File: src/rtl/rv_pkg.sv
// rtl/rv_pkg.sv - shared RISC-V encoding constants for the instruction encoder
// Purpose: ImmSel format codes, opcode constants and the canonical NOP word.
// Ports: none (package).
package rv_pkg;

    typedef enum logic [2:0] {
        IMM_I  = 3'b000,
        IMM_S  = 3'b001,
        IMM_SB = 3'b010,
        IMM_UJ = 3'b011,
        IMM_U  = 3'b100
    } imm_sel_e;

    localparam logic [6:0] OP_LOAD   = 7'h03;
    localparam logic [6:0] OP_IMM    = 7'h13;
    localparam logic [6:0] OP_AUIPC  = 7'h17;
    localparam logic [6:0] OP_STORE  = 7'h23;
    localparam logic [6:0] OP_LUI    = 7'h37;
    localparam logic [6:0] OP_BRANCH = 7'h63;
    localparam logic [6:0] OP_JALR   = 7'h67;
    localparam logic [6:0] OP_JAL    = 7'h6F;

    // addi x0, x0, 0
    localparam logic [31:0] NOP_WORD = 32'h0000_0013;

endpackage

File: src/rtl/imm_range_check.sv
// rtl/imm_range_check.sv - combinational immediate range/alignment checker
// Purpose: flags an immediate that cannot be represented in the selected format.
// Ports:
//   imm_sel  in  3   format code (rv_pkg::imm_sel_e encodings; others illegal)
//   imm      in  32  two's complement immediate
//   err      out 1   immediate out of range, misaligned, or illegal format
module imm_range_check
    import rv_pkg::*;
(
    input  logic [2:0]  imm_sel,
    input  logic [31:0] imm,
    output logic        err
);

    logic signed [31:0] simm;

    assign simm = $signed(imm);

    always_comb begin
        err = 1'b1;
        case (imm_sel)
            IMM_I, IMM_S: err = (simm < -32'sd2048) || (simm > 32'sd2047);
            // Branch/jump offsets are halfword aligned, so the top odd value is excluded.
            IMM_SB:       err = (simm < -32'sd4096) || (simm > 32'sd4094) || imm[0];
            IMM_UJ:       err = (simm < -32'sd1048576) || (simm > 32'sd1048574) || imm[0];
            IMM_U:        err = (imm[11:0] != 12'd0);
            default:      err = 1'b1;
        endcase
    end

endmodule

File: src/rtl/inst_encoder.sv
// rtl/inst_encoder.sv - two-stage valid/ready RISC-V instruction word encoder
// Purpose: packs immediate + register/function fields into a 32-bit instruction
// word for the selected format and flags unrepresentable immediates.
// Ports:
//   clk, rst_n                   clock, asynchronous active-low reset
//   in_valid/in_ready            input beat handshake
//   ImmSel, imm, rd, rs1, rs2,   input beat fields
//   funct3, opcode
//   out_valid/out_ready          output word handshake
//   out_word, out_err            encoded word and its error flag
//   err_count                    saturating count of delivered erroneous words
module inst_encoder
    import rv_pkg::*;
(
    input  logic        clk,
    input  logic        rst_n,
    input  logic        in_valid,
    output logic        in_ready,
    input  logic [2:0]  ImmSel,
    input  logic [31:0] imm,
    input  logic [4:0]  rd,
    input  logic [4:0]  rs1,
    input  logic [4:0]  rs2,
    input  logic [2:0]  funct3,
    input  logic [6:0]  opcode,
    output logic        out_valid,
    input  logic        out_ready,
    output logic [31:0] out_word,
    output logic        out_err,
    output logic [7:0]  err_count
);

    // Stage 1: raw input beat
    logic        s1_valid_q,  s1_valid_d;
    logic [2:0]  s1_sel_q,    s1_sel_d;
    logic [31:0] s1_imm_q,    s1_imm_d;
    logic [4:0]  s1_rd_q,     s1_rd_d;
    logic [4:0]  s1_rs1_q,    s1_rs1_d;
    logic [4:0]  s1_rs2_q,    s1_rs2_d;
    logic [2:0]  s1_funct3_q, s1_funct3_d;
    logic [6:0]  s1_opcode_q, s1_opcode_d;

    // Stage 2: packed word
    logic        s2_valid_q,  s2_valid_d;
    logic [31:0] s2_word_q,   s2_word_d;
    logic        s2_err_q,    s2_err_d;
    logic [7:0]  err_count_q, err_count_d;

    logic        s2_adv;
    logic        in_fire;
    logic        err1;
    logic [31:0] word1;

    imm_range_check u_imm_range_check (
        .imm_sel (s1_sel_q),
        .imm     (s1_imm_q),
        .err     (err1)
    );

    // out_ready reaches in_ready combinationally so a full pipe can drain
    // and refill in the same cycle.
    assign s2_adv   = !s2_valid_q || out_ready;
    assign in_ready = !s1_valid_q || s2_adv;
    assign in_fire  = in_valid && in_ready;

    always_comb begin
        word1 = NOP_WORD;
        case (s1_sel_q)
            IMM_I:  word1 = {s1_imm_q[11:0], s1_rs1_q, s1_funct3_q, s1_rd_q, s1_opcode_q};
            IMM_S:  word1 = {s1_imm_q[11:5], s1_rs2_q, s1_rs1_q, s1_funct3_q,
                             s1_imm_q[4:0], s1_opcode_q};
            IMM_SB: word1 = {s1_imm_q[12], s1_imm_q[10:5], s1_rs2_q, s1_rs1_q, s1_funct3_q,
                             s1_imm_q[4:1], s1_imm_q[11], s1_opcode_q};
            IMM_UJ: word1 = {s1_imm_q[20], s1_imm_q[10:1], s1_imm_q[11], s1_imm_q[19:12],
                             s1_rd_q, s1_opcode_q};
            IMM_U:  word1 = {s1_imm_q[31:12], s1_rd_q, s1_opcode_q};
            default: word1 = NOP_WORD;
        endcase
    end

    always_comb begin
        s1_valid_d  = s1_valid_q;
        s1_sel_d    = s1_sel_q;
        s1_imm_d    = s1_imm_q;
        s1_rd_d     = s1_rd_q;
        s1_rs1_d    = s1_rs1_q;
        s1_rs2_d    = s1_rs2_q;
        s1_funct3_d = s1_funct3_q;
        s1_opcode_d = s1_opcode_q;
        s2_valid_d  = s2_valid_q;
        s2_word_d   = s2_word_q;
        s2_err_d    = s2_err_q;
        err_count_d = err_count_q;

        if (in_fire) begin
            s1_valid_d  = 1'b1;
            s1_sel_d    = ImmSel;
            s1_imm_d    = imm;
            s1_rd_d     = rd;
            s1_rs1_d    = rs1;
            s1_rs2_d    = rs2;
            s1_funct3_d = funct3;
            s1_opcode_d = opcode;
        end else if (s2_adv) begin
            s1_valid_d  = 1'b0;
        end

        if (s2_adv) begin
            s2_valid_d = s1_valid_q;
            if (s1_valid_q) begin
                s2_word_d = word1;
                s2_err_d  = err1;
            end
        end

        if (s2_valid_q && out_ready && s2_err_q && (err_count_q != 8'hFF)) begin
            err_count_d = err_count_q + 8'd1;
        end
    end

    always_ff @(posedge clk or negedge rst_n) begin
        if (!rst_n) begin
            s1_valid_q  <= 1'b0;
            s1_sel_q    <= 3'd0;
            s1_imm_q    <= 32'd0;
            s1_rd_q     <= 5'd0;
            s1_rs1_q    <= 5'd0;
            s1_rs2_q    <= 5'd0;
            s1_funct3_q <= 3'd0;
            s1_opcode_q <= 7'd0;
            s2_valid_q  <= 1'b0;
            s2_word_q   <= 32'd0;
            s2_err_q    <= 1'b0;
            err_count_q <= 8'd0;
        end else begin
            s1_valid_q  <= s1_valid_d;
            s1_sel_q    <= s1_sel_d;
            s1_imm_q    <= s1_imm_d;
            s1_rd_q     <= s1_rd_d;
            s1_rs1_q    <= s1_rs1_d;
            s1_rs2_q    <= s1_rs2_d;
            s1_funct3_q <= s1_funct3_d;
            s1_opcode_q <= s1_opcode_d;
            s2_valid_q  <= s2_valid_d;
            s2_word_q   <= s2_word_d;
            s2_err_q    <= s2_err_d;
            err_count_q <= err_count_d;
        end
    end

    assign out_valid = s2_valid_q;
    assign out_word  = s2_word_q;
    assign out_err   = s2_err_q;
    assign err_count = err_count_q;

endmodule

File: config.mk
export PLATFORM = sky130hd
export DESIGN_NAME = inst_encoder
export DESIGN_NICKNAME = d
export VERILOG_FILES = /design/src/rtl/rv_pkg.sv /design/src/rtl/imm_range_check.sv /design/src/rtl/inst_encoder.sv
export SDC_FILE = /design/constraint.sdc
export NUM_CORES = 1
export LEC_CHECK = 0
export BUFFER_PORTS_ARGS = -buffer_cell sky130_fd_sc_hd__buf_2
export CAP_MARGIN = 20
export CELL_PAD_IN_SITES_DETAIL_PLACEMENT = 1
export CELL_PAD_IN_SITES_GLOBAL_PLACEMENT = 1
export CORE_UTILIZATION = 44
export CTS_BUF_LIST = sky130_fd_sc_hd__clkbuf_4 sky130_fd_sc_hd__clkbuf_8
export CTS_CLUSTER_DIAMETER = 120
export DETAILED_ROUTE_END_ITERATION = 10
export GPL_TIMING_DRIVEN = 0
export PLACE_DENSITY_LB_ADDON = 0.1
export SKIP_LAST_GASP = 1
export SLEW_MARGIN = 20
export SYNTH_ARGS = -nofsm -noshare
export SYNTH_HDL_FRONTEND = slang
export SYNTH_SLANG_ARGS = --single-unit
File: constraint.sdc
create_clock -name clk -period 2.2 [get_ports clk]
set_clock_uncertainty 0.2 [all_clocks]
set_input_delay 0.44 -clock clk [delete_from_list [all_inputs] [get_ports clk]]
set_output_delay 0.44 -clock clk [all_outputs]
set_load 0.1 [all_outputs]
### After elaboration in Yosys (flattened, before gate mapping)

Cells that the tools add are included.

| word-level totals | value |
|---|---|
| register bits after elaboration | 103 |
| bits of input ports | 64 |
| output and inout bits | 43 |
| word-level logic and storage cells | 46 |

| operators by class | value |
|---|---|
| add/sub/neg operators | 1 |
| $lt $le $gt $ge | 6 |
| equality and inequality tests | 5 |
| muxes and demuxes | 4 |
| reduce and logical (&&, ||, !) cells | 18 |

Operators with widths:

| cell | count |
|---|---|
| $pmux 32 s5 | 1 |
| $gt 32x12->1 const B | 1 |
| $gt 32x13->1 const B | 1 |
| $gt 32x21->1 const B | 1 |
| $lt 32x12->1 const B | 1 |
| $lt 32x13->1 const B | 1 |
| $lt 32x21->1 const B | 1 |
| $reduce_bool 12->1 | 1 |
| $add 8x1->8 const B | 1 |
| $ne 8x8->1 const B | 1 |
| $logic_or 1x1->1 | 7 |
| $eq 3x2->1 const B | 2 |
| $logic_and 1x1->1 | 4 |
| $pmux 1 s4 | 1 |
| $eq 3x1->1 const B | 1 |
| $eq 3x3->1 const B | 1 |
| $logic_not 3->1 | 1 |
| $logic_not 1->1 | 2 |
| $mux 1 | 2 |
| $reduce_and 2->1 | 1 |
| $reduce_bool 2->1 | 1 |
| $reduce_or 2->1 | 1 |

### Depth between registers and ports, before layout

Gate-level depths: netlist of the first run.

| depth | value |
|---|---|
| depth after elaboration | 5 |
| gate-level depth with buffers | 7 |
| mapped depth without buffers | 6 |

### Hierarchy

A second synthesis of the first run with hierarchy kept.

| unflattened totals | value |
|---|---|
| cells, all modules | 380 |
| area total of the unflattened synthesis | 4775.8 µm² |

By module, submodules not included:

| module | instances | cells an instance | area an instance (µm²) | seq. area each (µm²) |
|---|---|---|---|---|
| inst_encoder | 1 | 342 | 4518.1 | 2577.5 |
| imm_range_check | 1 | 38 | 257.7 | 0.0 |

### Least setup slack after synthesis of the first run

No wires, ideal clock.

| timing path | value |
|---|---|
| kind | register to register |
| from | reg s2_valid_q, in the netlist out_valid |
| to | reg s1_funct3_q[0] |
| setup time | 0.125 ns |
| arrival | 2.983 ns |
| data required time | 1.875 ns |
| path slack | -1.108 ns |
| cell stages (with the launch flop) | 5 |
| path buffers | 1 |
| clock period less this slack | 3.308 ns |
| cell sequence | dfrtp_1 > nand3b_1 > nand2_1 > buf_2 > mux2_2 |

| on the way | value |
|---|---|
| longest elaborated chain between the ends | 4 |

Ends and longest elaborated chain:

| what | line | source |
|---|---|---|
| start: declaration | inst_encoder.sv:44 | `logic s2_valid_q, s2_valid_d;` |
| start signal: assignment | inst_encoder.sv:144 | `s2_valid_q <= s2_valid_d;` |
| $logic_not 1->1 | inst_encoder.sv:62 | `assign s2_adv = !s2_valid_q \|\| out_ready;` |
| $logic_or 1x1->1 | inst_encoder.sv:62 |  |
| $logic_or 1x1->1 | inst_encoder.sv:63 | `assign in_ready = !s1_valid_q \|\| s2_adv;` |
| via in_ready | inst_encoder.sv:18 | `output logic in_ready,` |
| $logic_and 1x1->1 | inst_encoder.sv:64 | `assign in_fire = in_valid && in_ready;` |
| end signal: assignment | inst_encoder.sv:142 | `s1_funct3_q <= s1_funct3_d;` |
| end: declaration | inst_encoder.sv:40 | `logic [2:0] s1_funct3_q, s1_funct3_d;` |

The timed path passes the listed nets, and every way through them passes these cells.
A chain may end at the register's enable or synchronous reset.

### Worst setup path in the final report of the first run

| timing path | value |
|---|---|
| from | reg s2_valid_q, in the netlist out_valid |
| to | out in_ready |

| on the way | value |
|---|---|
| longest elaborated chain between the ends | 3 |

Ends and longest elaborated chain:

| what | line |
|---|---|
| $logic_not 1->1 | inst_encoder.sv:62 |
| $logic_or 1x1->1 | inst_encoder.sv:62 |
| $logic_or 1x1->1 | inst_encoder.sv:63 |
| end: declaration | inst_encoder.sv:18 |

Every way passes these cells.

==> results of run 1 <==
-- cells in the final DEF (no fill, tap or decap), drive strengths merged, types with 2 or more instances in the layout --
cell,count
nand4,9
xor2,4
nand3b,2
or2,2
o21ai,17
nor4,8
inv,2
mux2,62
mux2i,9
o21a,8
buf,124
clkinv,3
a21oi,30
nor2,10
o22a,3
nand2b,3
clkbuf,18
nor2b,23
a211oi,6
a22o,4
o221ai,8
nand2,26
or3,2
a31oi,12
xnor2,4
nand3,2
dfrtp,103
and2,2
-- critical path, delay by kind of cell (launching register included) --
kind,cells,cell delay (ps)
buffers and inverters,1,460
flip-flops,1,510
AND/OR/NAND/NOR,1,160
-- cells in the mapped netlist, types with 9 or more instances --
cell type                 number  area, µm²
sky130_fd_sc_hd__dfrtp_1     103       2580
sky130_fd_sc_hd__mux2_2       62        698
sky130_fd_sc_hd__a21oi_1      30        150
sky130_fd_sc_hd__nand2_1      26       97.6
sky130_fd_sc_hd__nor2b_1      23        144
sky130_fd_sc_hd__o21ai_0      17       85.1
sky130_fd_sc_hd__buf_2        16       80.1
sky130_fd_sc_hd__a31oi_1      12       75.1
sky130_fd_sc_hd__mux2i_1       9       90.1
sky130_fd_sc_hd__nand4_1       9       56.3
sky130_fd_sc_hd__nor2_1        9       33.8
-- worst max-delay path by stage --
stage	start	end	cells after the start
floorplan	out_valid$_DFFE_PN0P_	s1_funct3_q[0]$_DFFE_PN0P_	4
global placement	rst_n	out_valid$_DFFE_PN0P_	1
detailed placement	out_ready	out_word[23]$_DFFE_PN0P_	7
CTS	out_valid$_DFFE_PN0P_	in_ready	2
global route	out_valid$_DFFE_PN0P_	in_ready	2
finish	out_valid$_DFFE_PN0P_	in_ready	2
-- per-stage QoR --
step                setup slack (ps)  hold WS, ps
finish                          75.7         90.1
global route                   0.103         76.6
CTS                             46.9         68.1
detailed placement               109          214
global placement                -956          260
floorplan                       -498        -55.6
-- cell type report --
type | instances | area, µm²
Timing Repair Buffer | 108 | 574
Buffer | 25 | 129
Clock buffer | 10 | 131
Fill cell | 1149 | 4690
Multi-Input combinational cell | 264 | 1950
Tap cell | 136 | 170
Clock inverter | 6 | 43.8
Sequential cell | 103 | 2590
-- layer usage --
| layer | global-route usage, % | vias up | part of all wire [%] |
|---|---|---|---|
| met5 | 0 | - | 0 |
| met4 | 7.75 | 0 | 1.3 |
| met3 | 4.12 | 11 | 4.2 |
| met2 | 37.2 | 108 | 47 |
| met1 | 33.0 | 1785 | 47 |
| li1 | - | 1670 | - |
-- logic make-up after synthesis --
family,count (synthesis),share of synthesized area (%)
multiplexers,71,17.0
XOR/XNOR,8,1.67
AND/OR/NAND/NOR,90,10.2
flip-flops,103,55.5
buffers and inverters,25,2.45
adder cells (fa/ha/maj),1,0.269
AO/OA/AOI/OAI,94,12.9
-- power breakdown --
part / internal (µW) / switching [µW]
Sequential: 2270 / 324
Clock: 431 / 672
Combinational: 652 / 2190
Total: 3360 / 3180
-- flip-flops by register name, indices dropped and copies added (netlist names) --
name and cells:
s1_sel_q 3, s1_opcode_q 7, s1_valid_q 1, s1_rd_q 5
out_err 1, s1_funct3_q 3, s1_rs2_q 5, out_valid 1
s1_imm_q 32, err_count 8, out_word 32, s1_rs1_q 5
==> impl_results.md, run 1 <==
- FFs w/ async S/R, synth: 100%
- Maximum count of clock buffers along a single path: 2
- DRC violations left: 0
- Power density normalized to cell area: 1170 mW/mm²
- Placement-stage cell area: 0.00541 mm²
- Relative slew slack: 58.9%
- Num CTS Buffers: 9
- Terminus of the critical flop-to-flop path: out_word[20]$_DFFE_PN0P_
- Pin count of the biggest net entering global routing: 56
- Total negative slack: 0 ps
- Peak supply drop: 0.697 mV
- Die span in x: 105 µm
- Clock tree from TritonCTS: yes
- Crit Path Max Fanout: 4
- Period minus WS final: 2120 ps
- Data required, critical path: 1560 ps
- Non-filler cells, final: 652
- Worst Hold Launch: in_valid
- Vias in the first global route: 3,744
- Number of buffers inserted by hold repair at cts: 1
- Layout Cell Area excl Fill: 0.00559 mm²
- Count of routing violations after the opening detailed-route iteration: 156
- Leakage power: 0.00248 µW
- Final net count: 576
- Number of gates resized after CTS: 0
- Per-instance average area after synthesis: 11.8 µm²
- Total Die Area: 0.0110 mm²
- Drt total wl: 12.1 mm
- Global-route wire length before repair: 19.8 mm
- Number of max-cap violations: 0
- Sequential cell area fraction in the yosys report: 55.5%
- Setup crit end kind: primary output
- FF+latch count, synth: 103
- Post-Syn Nets: 457
- HPWL Detailed: 8.91 mm
- Die span in y: 105 µm
- Clock Sink Count: 103
- Start-to-end type of the worst setup path: reg -> out
- Register-to-Register Setup Slack: 270 ps
- Share of the core filled with cells: 54.4%
- Placement Rows: 37
- Most instantiated flip-flop cell in the synthesis netlist: sky130_fd_sc_hd__dfrtp_1
- Depth of the CTS H-tree: 3
- Cells traversed along the worst timing path: nand3b_1, buf_2
- Average routed wire per standard cell: 18.5 µm
- Vias after detailed routing: 3,574
- Max incr delay on CP: 510 ps
- Global routing usage summed across all routing layers: 23.6%
- Cell count of the worst reg-to-reg path: 5
- Final RePlAce weighted congestion: 0.738
- Max-slew violations: 0
- Critical path's slowest cell: sky130_fd_sc_hd__dfrtp_4
- Boundary pin count: 107
- Share of post-route cells with drive strength above 1: 41.3%
- Synthesis Warnings: 0
- Clock root buffer master: sky130_fd_sc_hd__clkbuf_8
- Worst EP arrival: 1480 ps
- 1st-pass router iterations: 6
- Starting density of the core: 45.2%
- Number of inserted diodes: 0
- Worst-Skew Late Latency: 370 ps
- Reg2Reg Launch Point: s1_sel_q[2]$_DFFE_PN0P_
- Total power consumption of the routed design: 6540 µW
- Post-DR vias/cell: 5.48
- Netlist area before placement: 0.00464 mm²
- Maximum clock rate: 471 MHz
- Outcome: completed
- Global-route congestion overflow total: 0
- Instance count after placement with tap cells included: 635
- Setup repair after global routing missed its margin: false
- Critical path startpoint category: flip-flop
- Terminating pin of the worst hold path: s1_valid_q$_DFFE_PN0P_
- Number of antenna violations at the first check in global routing: 0
- Class of the tightest hold or removal check: in -> reg
- Port buffer count: 106
- Core outline area: 0.0103 mm²
- Number of synthesized flops with an enable pin: 0
- Share of the cycle needed by the critical path after routing: 96.6%
- Post-CTS repair timing setup buffer count: 0
- Final-report setup violation count: 0
- Number of antenna-violating nets in the routed design: 0
- Total count of hold-check failures in the final report: 0
- Number of standard cells after synthesis: 392
- Number of library cell types mapped by synthesis: 37
- CTS clock-pin slew for the worst setup and hold paths: 100 ps
- Hold path depth: 2
- Signed area change from the synthesized netlist to the final layout: 20.4%
- Transition time at the pin with the least slew margin: 617 ps
Power figures use the tool's default switching activity.
==> inputs of run 2 (changes only) <==
- RECOVER_POWER: not set -> 100
==> run 2 against run 1 <==
Against the previous run:
- sequential power about the same
- clock power about the same
- die area unchanged
- via count increased by 0.14%
- sequential share of layout area increased by 0.21 points
- register-to-register slack got worse by 80 ps
- utilization decreased by 0.24 points
- maximum frequency increased by 0.66%
- highest routed layer unchanged
- clock-buffer cell count unchanged
==> impl_results.md, run 2 (same netlist as run 1, synthesis figures left out) <==
- Outcome: completed
- Depth of the CTS H-tree: 3
- Final net count: 576
- 1st-pass router iterations: 6
- Worst-Skew Late Latency: 370 ps
- Share of the cycle needed by the critical path after routing: 95.9%
- Transition time at the pin with the least slew margin: 1240 ps
- Leakage power: 0.00247 µW
- DRC violations left: 0
- Crit Path Max Fanout: 4
- Global-route congestion overflow total: 0
- Num CTS Buffers: 9
- Total count of hold-check failures in the final report: 0
- Clock tree from TritonCTS: yes
- Reg2Reg Launch Point: out_valid$_DFFE_PN0P_
- Number of max-cap violations: 0
- Signed area change from the synthesized netlist to the final layout: 19.9%
- Placement Rows: 37
- Period minus WS final: 2110 ps
- Post-CTS repair timing setup buffer count: 0
- Global routing usage summed across all routing layers: 23.6%
- Total Die Area: 0.0110 mm²
- Core outline area: 0.0103 mm²
- Proportion of power drawn by the clock network: 17.0%
- Number of inserted diodes: 0
- Max-slew violations: 0
- Vias after detailed routing: 3,579
- Peak supply drop: 0.694 mV
- Vias in the first global route: 3,744
- Instance count after placement with tap cells included: 635
- Area occupied by multi-input gates: 0.00195 mm²
- Drt total wl: 12.1 mm
- Worst EP arrival: 1470 ps
- Maximum clock rate: 474 MHz
- Worst Hold Launch: in_valid
- Switching share of total power: 48.9%
- Post-DR vias/cell: 5.49
- Crit. Startpoint: out_valid$_DFFE_PN0P_
- Layout Cell Area excl Fill: 0.00557 mm²
- Port buffer count: 106
- Relative slew slack: 17.0%
- Sequential fraction of design power: 39.9%
- Final-report setup violation count: 0
- Clock Sink Count: 103
- Critical path startpoint category: flip-flop
- Most common library cell in the layout ignoring fill and taps: sky130_fd_sc_hd__dfrtp_1
- Start-to-end type of the worst setup path: reg -> out
- Average routed wire per standard cell: 18.5 µm
- Clock root buffer master: sky130_fd_sc_hd__clkbuf_8
- Share of post-route cells with drive strength above 1: 40.9%
- Setup repair after global routing missed its margin: false
- HPWL Detailed: 8.91 mm
- Most frequent cells in the layout: 96 x sky130_fd_sc_hd__dfrtp_1, 70 x sky130_fd_sc_hd__buf_2, 62 x sky130_fd_sc_hd__mux2_2, 51 x sky130_fd_sc_hd__clkbuf_2, 30 x sky130_fd_sc_hd__a21oi_1
- Boundary pin count: 107
- CTS clock-pin slew for the worst setup and hold paths: 100 ps
- Worst slack at placement: 109 ps
- Pin count of the biggest net entering global routing: 56
- Power density normalized to cell area: 1170 mW/mm²
- Count of routing violations after the opening detailed-route iteration: 126
- Worst Setup Slack, final: 89.6 ps
- Switching pwr: 3190 µW
- Class of the tightest hold or removal check: in -> reg
- Maximum count of clock buffers along a single path: 2
- Storage element area: 0.00259 mm²
- Final RePlAce weighted congestion: 0.738
- Non-filler cells, final: 652
- Placement-stage cell area: 0.00541 mm²
- Number of antenna-violating nets in the routed design: 0
- Data required, critical path: 1560 ps
- Starting density of the core: 45.2%
- Die span in x: 105 µm
- Global-route wire length before repair: 19.8 mm
- Cell-internal power: 3340 µW
- Die span in y: 105 µm
- Register-to-Register Setup Slack: 190 ps
- Combinational group share of total power: 43.2%
- Setup crit end kind: primary output
- Number of filler cells placed in the layout: 1,152
- Number of antenna violations at the first check in global routing: 0
-- run 2: cell types whose count changed in the layout (fill, tap and decap cells not counted), sizes merged --
cell    previous run  this run
clkbuf            18        71
buf              124        71
-- run 2: layer usage --
layer	vias up	GRT usage, %	part of all wire [%]
li1	1676	-	-
met1	1796	33.0	47
met2	92	37.2	48
met4	0	7.75	1.5
met3	15	4.12	4.0
met5	-	0	0
-- run 2: timing repair --
action                                 in CTS  in global routing
gates resized for setup                     0                  0
endpoints found under the hold margin      48                  0
hold buffers                                1                  0
-- run 2: final timing paths --
path,end,depth (start not counted)
worst min register to register,out_word[9]$_DFFE_PN0P_,2
max in group asynchronous,err_count[6]$_DFFE_PN0P_,3
worst min-delay path,s1_valid_q$_DFFE_PN0P_,2
worst max-delay path,in_ready,2
min in group asynchronous,s1_imm_q[3]$_DFFE_PN0P_,2
worst max register to register,s1_imm_q[24]$_DFFE_PN0P_,4
-- run 2: power by group through the flow --
stage	Sequential, µW	Clock [µW]	Combinational, µW
floorplan	4090	0	767
global placement	2610	0	2800
detailed placement	2640	0	2850
CTS	2600	1140	2850
global route	2660	1210	2960
finish	2610	1110	2820
-- run 2: final cells by class --
class                      instances  area share [%]
sequential                       103            46.5
multi-input combinational        264            35.1
timing repair buffer             108            10.2
tap                              136            3.06
clock buffer                      10            2.36
buffer                            25            2.02
clock inverter                     6           0.787
-- run 2: worst max-delay path, stage by stage (launching register included) --
cell                       delay (ps)
sky130_fd_sc_hd__dfrtp_4          510
sky130_fd_sc_hd__nand3b_1         140
sky130_fd_sc_hd__buf_2            450
-- run 2: stage by stage --
step	total power (µW)	hold WS [ps]	TNS, ps	utilization (%)
after global placement	5410	260	-64680	52.3
after CTS	6590	68.1	0	54.4
after floorplan	4850	-55.6	-29860	-
after detailed placement	5480	214	0	52.6
final	6530	74.8	0	54.2
after global routing	6840	65.3	0	54.2
==> inputs of run 3 (changes only) <==
- PLACE_DENSITY: not set -> 0.85
- PLACE_DENSITY_LB_ADDON: 0.1 -> not set
- REMOVE_ABC_BUFFERS: not set -> 1
==> run 3 against run 2 <==
Against the previous run:
- total power up 0.35%
- cell area down 0.65%
- sequential share of layout area up 0.26 points
- non-clock buffer count down 23
==> impl_results.md, run 3 (same netlist as run 1, synthesis figures left out) <==
- Outcome: completed
- Share of post-route cells with drive strength above 1: 40.0%
- Maximum clock rate: 476 MHz
- Share of the core filled with cells: 53.8%
- Vias in the first global route: 3,747
- Number of filler cells placed in the layout: 1,174
- Global-route wire length before repair: 19.4 mm
- Maximum count of clock buffers along a single path: 2
- Die span in x: 105 µm
- CTS clock-pin slew for the worst setup and hold paths: 100 ps
- Terminus of the critical flop-to-flop path: out_word[17]$_DFFE_PN0P_
- Start-to-end type of the worst setup path: reg -> out
- Critical path's slowest cell: sky130_fd_sc_hd__buf_2
- Class of the tightest hold or removal check: in -> reg
- DRC violations left: 0
- Total Die Area: 0.0110 mm²
- Clock root buffer master: sky130_fd_sc_hd__clkbuf_8
- Cell count of the worst reg-to-reg path: 4
- Number of antenna-violating nets in the routed design: 0
- Number of antenna violations at the first check in global routing: 1
- Most frequent cells in the layout: 100 x sky130_fd_sc_hd__dfrtp_1, 63 x sky130_fd_sc_hd__buf_2, 62 x sky130_fd_sc_hd__mux2_2, 42 x sky130_fd_sc_hd__clkbuf_2, 30 x sky130_fd_sc_hd__a21oi_1
- Average routed wire per standard cell: 18.4 µm
- Leakage power: 0.00243 µW
- Reg2Reg Launch Point: out_valid$_DFFE_PN0P_
- Transition time at the pin with the least slew margin: 818 ps
- Drt total wl: 11.6 mm
- Peak supply drop: 0.616 mV
- Total negative slack: 0 ps
- Global-route congestion overflow total: 0
- Critical path startpoint category: flip-flop
- Relative slew slack: 45.5%
- Final net count: 553
- Max incr delay on CP: 470 ps
- CP endpoint: in_ready
- HPWL Detailed: 8.20 mm
- Non-filler cells, final: 630
- Max-slew violations: 0
- Worst-Skew Late Latency: 370 ps
- Starting density of the core: 45.2%
- Placement-stage cell area: 0.00532 mm²
- Count of routing violations after the opening detailed-route iteration: 117
- 1st-pass router iterations: 4
- Period minus WS final: 2100 ps
- Depth of the CTS H-tree: 3
- Clock tree from TritonCTS: yes
- Num CTS Buffers: 9
- Instance count after placement with tap cells included: 612
- Share of the cycle needed by the critical path after routing: 95.4%
- Most common library cell in the layout ignoring fill and taps: sky130_fd_sc_hd__dfrtp_1
- Data required, critical path: 1560 ps
- Crit Path Max Fanout: 4
- Signed area change from the synthesized netlist to the final layout: 19.1%
- Final-report setup violation count: 0
- Boundary pin count: 107
- Global routing usage summed across all routing layers: 22.7%
- Placement Rows: 37
- Setup crit end kind: primary output
- Worst EP arrival: 1460 ps
- Vias after detailed routing: 3,434
- Total power consumption of the routed design: 6560 µW
- Power density normalized to cell area: 1190 mW/mm²
- Register-to-Register Setup Slack: 150 ps
- Crit. Startpoint: out_valid$_DFFE_PN0P_
- Setup repair after global routing missed its margin: false
- Clock Sink Count: 103
- Final RePlAce weighted congestion: 0.743
- Pin count of the biggest net entering global routing: 54
- Post-CTS repair timing setup buffer count: 0
- Layout Cell Area excl Fill: 0.00553 mm²
- Number of max-cap violations: 0
- Post-DR vias/cell: 5.45
- Port buffer count: 106
- Die span in y: 105 µm
- Cells traversed along the worst timing path: nand3b_1, buf_2
- Core outline area: 0.0103 mm²
- Total count of hold-check failures in the final report: 0
run 3: repair_timing:
action,CTS,global route
hold endpoints to repair,50,0
hold buffers,1,0
endpoints found under the setup margin,26,4
resized for setup,4,2
run 3: critical path: cells and delay by family (launching register included):
kind,cells,cell delay [ps]
DFF,1,420
buffers and inverters,1,470
and+or+nand+nor,1,200
run 3: worst min-delay path by stage:
stage,slack [ps],start,cells past startpoint,endpoint
CTS,70,imm[16],2,s1_imm_q[16]$_DFFE_PN0P_
detailed placement,220,rst_n,1,s1_opcode_q[2]$_DFFE_PN0P_
global placement,260,out_word[23]$_DFFE_PN0P_,2,out_word[23]$_DFFE_PN0P_
floorplan,-60,rst_n,0,err_count[0]$_DFFE_PN0P_
finish,90,opcode[0],2,s1_opcode_q[0]$_DFFE_PN0P_
global route,60,ImmSel[0],2,s1_sel_q[0]$_DFFE_PN0P_
run 3: cell type report:
class | instances | area [µm²] | share of cell area (%)
multi-input combinational | 264 | 1970 | 35.6
tap | 136 | 170 | 3.08
timing repair buffer | 110 | 613 | 11.1
sequential | 103 | 2590 | 46.8
antenna | 1 | 2.50 | 0.0452
clock inverter | 4 | 30.0 | 0.543
clock buffer | 12 | 159 | 2.87
run 3: through the flow:
| stage | setup WS, ps | hold WS [ps] |
|---|---|---|
| floorplan | -2220 | -55.6 |
| global placement | -1270 | 257 |
| detailed placement | -362 | 224 |
| CTS | 80.5 | 73.0 |
| global route | 16.5 | 64.0 |
| finish | 101 | 89.6 |
run 3: power breakdown:
group / switching [µW] / leakage, µW / internal [µW]
combinational: 2110 / 0.00111 / 631
sequential: 401 / 0.00122 / 2270
clock: 654 / 0.0000960 / 489
total: 3170 / 0.00243 / 3390
run 3: per-layer routing:
metal	wire length, µm	GRT usage, %	up-vias
met2	5960	39.0	75
met5	16	0	-
met4	158	6.84	2
li1	-	-	1618
met1	4900	27.8	1724
met3	593	6.43	15
